## src/rtl/ctrl_reg_bank.sv

```systemverilog
// ---------------------------------------------------------------------------
// ctrl_reg_bank
//
// Control/status register bank that sits between a bus master's simple
// address/strobe bus and a set of datapath channels. It holds one control
// word per channel, an interrupt mask, and an event status register with
// write-1-to-clear semantics. It also produces a registered, maskable
// interrupt.
//
// Word-indexed address map:
//   0       ID          read-only identification word (writes ignored)
//   1       LOCK        only with CTRL_REG_BANK_LOCK_EN, otherwise unmapped
//   2       IRQ_MASK    bits [NUM_CH-1:0]
//   3       IRQ_STATUS  set by event_in, write 1 to clear
//   16+n    CH_CTRL[n]  bits [CH_W-1:0], n < NUM_CH
//   Any other index is unmapped: reads return 0 and any access pulses
//   access_error.
//
// Optional feature macro: CTRL_REG_BANK_LOCK_EN
//   When defined, bit 0 at index 1 is a sticky lock that only reset clears.
//   While the lock is set, writes to IRQ_MASK and CH_CTRL are discarded and
//   flagged on access_error. IRQ_STATUS clears are still accepted.
//
// Ports:
//   clock         rising-edge clock
//   reset         asynchronous, active-low reset
//   address       word index of the current access
//   write_enable  write strobe
//   write_data    write payload
//   read_enable   read strobe
//   read_data     registered read result; holds its value between reads
//   read_valid    one-cycle pulse that qualifies read_data
//   access_error  one-cycle pulse for an unmapped or locked access
//   event_in      per-channel event pulses
//   ch_ctrl       channel n control word at bits [n*CH_W +: CH_W]
//   irq           registered OR of (IRQ_STATUS & IRQ_MASK)
// ---------------------------------------------------------------------------
module ctrl_reg_bank #(
  parameter int          ADDR_W   = 8,
  parameter int          DATA_W   = 32,
  parameter int          NUM_CH   = 4,
  parameter int          CH_W     = 16,
  parameter logic [31:0] ID_VALUE = 32'h0002_0001
) (
  input  logic                   clock,
  input  logic                   reset,
  input  logic [ADDR_W-1:0]      address,
  input  logic                   write_enable,
  input  logic [DATA_W-1:0]      write_data,
  input  logic                   read_enable,
  output logic [DATA_W-1:0]      read_data,
  output logic                   read_valid,
  output logic                   access_error,
  input  logic [NUM_CH-1:0]      event_in,
  output logic [NUM_CH*CH_W-1:0] ch_ctrl,
  output logic                   irq
);

  localparam int CH_BASE = 16;

  logic [NUM_CH-1:0]      mask_q;
  logic [NUM_CH-1:0]      status_q;
  logic [NUM_CH*CH_W-1:0] ch_q;
  logic                   lock_q;

  logic                   is_id;
  logic                   is_lock;
  logic                   is_mask;
  logic                   is_status;
  logic [NUM_CH-1:0]      ch_hit;
  logic                   mapped;
  logic                   protected_hit;
  logic                   write_ok;
  logic [NUM_CH-1:0]      clear_bits;
  logic [DATA_W-1:0]      rd_value;

  // Every write_data bit feeds this reduction, so partial use of the bus
  // under narrow parameterisations does not read as a dangling input.
  logic                   unused_write_bits;
  assign unused_write_bits = ^write_data;

`ifndef CTRL_REG_BANK_LOCK_EN
  assign lock_q = 1'b0;
`endif

  // Address decode and read mux. The read value comes from the current
  // register contents, so a read issued together with a write returns the
  // value that was there before the write.
  always_comb begin
    is_id     = (address == ADDR_W'(0));
`ifdef CTRL_REG_BANK_LOCK_EN
    is_lock   = (address == ADDR_W'(1));
`else
    is_lock   = 1'b0;
`endif
    is_mask   = (address == ADDR_W'(2));
    is_status = (address == ADDR_W'(3));
    ch_hit    = '0;
    for (int n = 0; n < NUM_CH; n++) begin
      ch_hit[n] = (address == ADDR_W'(CH_BASE + n));
    end
    mapped        = is_id | is_lock | is_mask | is_status | (|ch_hit);
    protected_hit = is_mask | (|ch_hit);
    write_ok      = write_enable & ~(lock_q & protected_hit);
    clear_bits    = (write_enable & is_status) ? write_data[NUM_CH-1:0] : '0;

    rd_value = '0;
    if (is_id)     rd_value = ID_VALUE[DATA_W-1:0];
    if (is_lock)   rd_value[0] = lock_q;
    if (is_mask)   rd_value[NUM_CH-1:0] = mask_q;
    if (is_status) rd_value[NUM_CH-1:0] = status_q;
    for (int n = 0; n < NUM_CH; n++) begin
      if (ch_hit[n]) rd_value[CH_W-1:0] = ch_q[n*CH_W +: CH_W];
    end
  end

  // Register state and registered outputs. In IRQ_STATUS, a new event is
  // ORed in after the W1C clear, so a set in the same cycle wins. irq is
  // built from the pre-edge status and mask, which puts two edges between
  // an event and the irq change.
  always_ff @(posedge clock or negedge reset) begin
    if (!reset) begin
      read_data    <= '0;
      read_valid   <= 1'b0;
      access_error <= 1'b0;
      irq          <= 1'b0;
      mask_q       <= '0;
      status_q     <= '0;
      ch_q         <= '0;
`ifdef CTRL_REG_BANK_LOCK_EN
      lock_q       <= 1'b0;
`endif
    end else begin
      read_valid <= read_enable;
      if (read_enable) read_data <= rd_value;
      access_error <= ((read_enable | write_enable) & ~mapped)
                    | (write_enable & lock_q & protected_hit);
      if (write_ok & is_mask) mask_q <= write_data[NUM_CH-1:0];
      status_q <= (status_q & ~clear_bits) | event_in;
      for (int n = 0; n < NUM_CH; n++) begin
        if (write_ok & ch_hit[n]) ch_q[n*CH_W +: CH_W] <= write_data[CH_W-1:0];
      end
      irq <= |(status_q & mask_q);
`ifdef CTRL_REG_BANK_LOCK_EN
      if (write_enable & is_lock & write_data[0]) lock_q <= 1'b1;
`endif
    end
  end

  assign ch_ctrl = ch_q;

endmodule

```

## config.mk

```make
export PLATFORM = sky130hd
export DESIGN_NAME = ctrl_reg_bank
export DESIGN_NICKNAME = d
export VERILOG_FILES = /design/src/rtl/ctrl_reg_bank.sv
export SDC_FILE = /design/constraint.sdc
export NUM_CORES = 1
export LEC_CHECK = 0
export ABC_AREA = 0
export CAP_MARGIN = 20
export CORE_MARGIN = 10
export CORE_UTILIZATION = 42
export DETAILED_ROUTE_END_ITERATION = 16
export PLACE_DENSITY = 0.78
export SLEW_MARGIN = 20
export SYNTH_ARGS = -nofsm -noshare
export SYNTH_HDL_FRONTEND = slang
export SYNTH_SLANG_ARGS = --single-unit
```

## constraint.sdc

```tcl
create_clock -name clock -period 1.4 [get_ports clock]
set_input_delay 0.28 -clock clock [delete_from_list [all_inputs] [get_ports clock]]
set_output_delay 0.28 -clock clock [all_outputs]
set_load 0.01 [all_outputs]
```

==> impl_metrics.ini <==
[cts]
clock_latency_ns = 0.36
cts-buffers-inserted = 9
ctsLongestPathBuffers = 2
clock-sinks = 92
cts_tree = done
cts.htree.levels = 3
clock-root-buffer = clkbuf_8
clkTransAtPathRegs_ns = 0.10

[pwr]
ir_worst_vdd_mv = 0.623
powerDensity_nw_per_um2 = 881
leakage_uw = 0.00321
finalPower_uw = 5540

[drt]
viasPerCell = 5.17
vias = 3176
drt_first_pass_iters = 4
drc = 0
wire_per_inst_um = 20.4
routed_wl_um = 12500
drt_iter0_markers = 120
ant_nets = 0

[run]
max_cap_violations = 0

[final_layout]
drive_gt1_share_pct = 33.3
final_cells = 614
syn2layout_area_growth_pct = 42.9
n_fill_cell = 809
regArea_um2 = 2300
fin_area_um2 = 6290
diodes = 0
nets = 522
multiInputGateArea_um2 = 1990

[min_path]
hold_path.class = in2async

[setup_path]
path_class = in2reg
r2r_slack_ns = 0.05
cp-start-kind = input port
cp_cell_sequence = buf_6 > or4_4 > nor3b_4 > buf_6 > nand4_4 > buf_12 > mux2_4
worst_ep_required_time_ns = 1.64
cpMaxStageDelayCell = or4_4
r2r_cells = 5
r2r-end = read_data[0]
critPathMaxFanout = 13
worstPathArrival_ns = 1.98
slowest_delay_ns = 0.54
reg2reg_from = ch_ctrl[0]
crit_path_end_kind = flip-flop
crit_top_cell = buf_6

[sta]
setup_violations = 75
post-route-period-util_pct = 125
fin_ws_ns = -0.347
fin_crit_ns = 1.75
finalMaxSlewViolations = 0
grt_setup_unrepaired = yes
fin_skew_ns = 0.0140
finalSetupTns_ns = -21.43
max_freq_mhz = 572
hold_violations = 0

[floorplanning]
die_area_um2 = 15000
rows = 37
die_y_um = 122
coreArea_um2 = 10300
io_pins = 147
start_util_pct = 42.8
die_w_um = 122

[placement]
place.detailed.hpwl_um = 9100
gp_congestion = 0.849
pre_cts_slack_ns = -1.06
place_inst = 584
place_area_um2 = 5870
io_buffers = 115

[outcome]
violations = setup timing
run_status = complete, but fails checks

[logic_synthesis]
ys_seq_area_share_pct = 52.3
synth_edf_count = 0
synth-compound-area-share_pct = 5.66
syn_inst = 323
synth.distinct_cells = 40
synth-xor-area-share_pct = 0
syn_area_um2 = 4400
synth_top_area_share_pct = 52.3
muxShareOfSynthArea_pct = 26.9
ys_warn_count = 0
syn_area_per_cell_um2 = 13.6
synth.area.top_cells = dfrtp_1, mux2_4, mux2_2
synth_top_flop_cell = dfrtp_1
synth_top_family_by_area = multiplexers
synth_fa_ha_area_share_pct = 0
yosys.area.top_type = dfrtp_1
synthArstFlopShare_pct = 100
yosys.area_share.simple_pct = 8.07
synth_most_common_cell = dfrtp_1
ys_seq_elements = 92
synthTopCellsByCount = dfrtp_1, mux2_2, mux2_4

[global_routing]
grt_pass1_wl_um = 19400
antenna_found_initial = 0
grt_pass1_vias = 3509
grt_max_degree = 47
grt-ovfl-total = 0
grt_use_total_pct = 16.5
-- what timing repair did --
action | 4_1_cts | 5_1_grt
pin swaps | 6 | 1
endpoints found under the hold margin | 10 | 0
hold buffers | 1 | 0
gates resized for setup | 136 | 13
buffers inserted | 5 | 8
cloned | 1 | 0
endpoints found under the setup margin | 174 | 95
-- logic make-up after synthesis --
logic type | Yosys count
DFF | 92
muxes | 84
and+or+nand+nor | 56
buffers and inverters | 51
AOI/OAI and AO/OA | 39
other | 1
-- report_power, final --
part | internal, uW | leakage, uW | switching (uW) | total, uW
registers | 2760 | 0.00124 | 89.2 | 2850
clock network | 894 | 0.000105 | 964 | 1860
logic | 442 | 0.00187 | 385 | 827
-- layout make-up --
class                           instances  area share, %
Sequential cell                        92           36.6
Multi-Input combinational cell        194           31.7
Timing Repair Buffer                  161           24.8
Tap cell                              136           2.71
Clock buffer                           10           2.19
Clock inverter                          5           1.07
Inverter                               16          0.955
-- worst max path at each step --
stage	slack [ns]	to	startpoint	depth (start not counted)
after global routing	-0.37	ch_ctrl[63]	address[6]	7
after CTS	-0.35	ch_ctrl[4]	address[6]	6
after global placement	-1.03	ch_ctrl[3]	address[3]	6
after detailed placement	-1.06	ch_ctrl[4]	address[3]	6
after floorplan	-0.79	ch_ctrl[21]	address[3]	7
final	-0.35	ch_ctrl[63]	address[6]	7
-- per-layer routing --
metal  up-vias  part of all wire [%]  GRT usage, %
met3        19                   7.3          4.45
met4         0                   2.5          6.85
li1       1428                     -             -
met2       113                    53          29.2
met1      1616                    38          18.5
met5         -                     0             0
-- stage by stage --
step	hold slack, ns	utilization [%]
after floorplan	-0.0156	-
after global placement	0.137	57.2
after detailed placement	0.141	57.2
after CTS	0.312	60.2
after global routing	0.308	61.2
final	0.305	61.2
-- layout by cell type (no fill, tap or decap), types with 2 or more instances in the layout --
master           synthesis  routed
nor2_4                   0       2
or4_4                    0       2
inv_6                    0       2
o22ai_1                  4       4
buf_6                    3       8
buf_12                   1      10
clkdlybuf4s50_1          0      24
o31ai_1                  3       3
mux4_2                  12      12
buf_2                    3       3
nand2_1                  8       8
a21o_1                   4       4
mux2_4                  29      53
buf_4                   16      28
mux2_2                  29      16
dlygate4sd2_1            0      78
o21ai_0                 13      13
o211ai_1                 3       3
nand4_4                  2       2
a22oi_1                  2       2
nor2_1                   9       6
nand3b_1                 2       2
clkdlybuf4s15_1          0       8
nor2b_1                  4       4
a31oi_1                  3       3
clkbuf_8                 0      10
nand3_1                 16      16
and3_4                   0       2
conb_1                   1      15
a21oi_1                  2       2
inv_1                   16      16
a211oi_1                 3       3
nand2b_1                 6       6
dfrtp_1                 92      92
mux2i_1                  3       3
-- worst max-delay path, delay by kind of cell --
family / cells / cell delay (ns)
muxes: 1 / 0.29
and+or+nand+nor: 3 / 0.96
buffers and inverters: 3 / 0.45
-- registers in the layout, indices dropped and copies added, names as in the netlist --
register      flops
ch_ctrl          64
read_data        17
mask_q            4
status_q          4
access_error      1
irq               1
read_valid        1
Note: power is estimated with default switching activity, not from simulation.
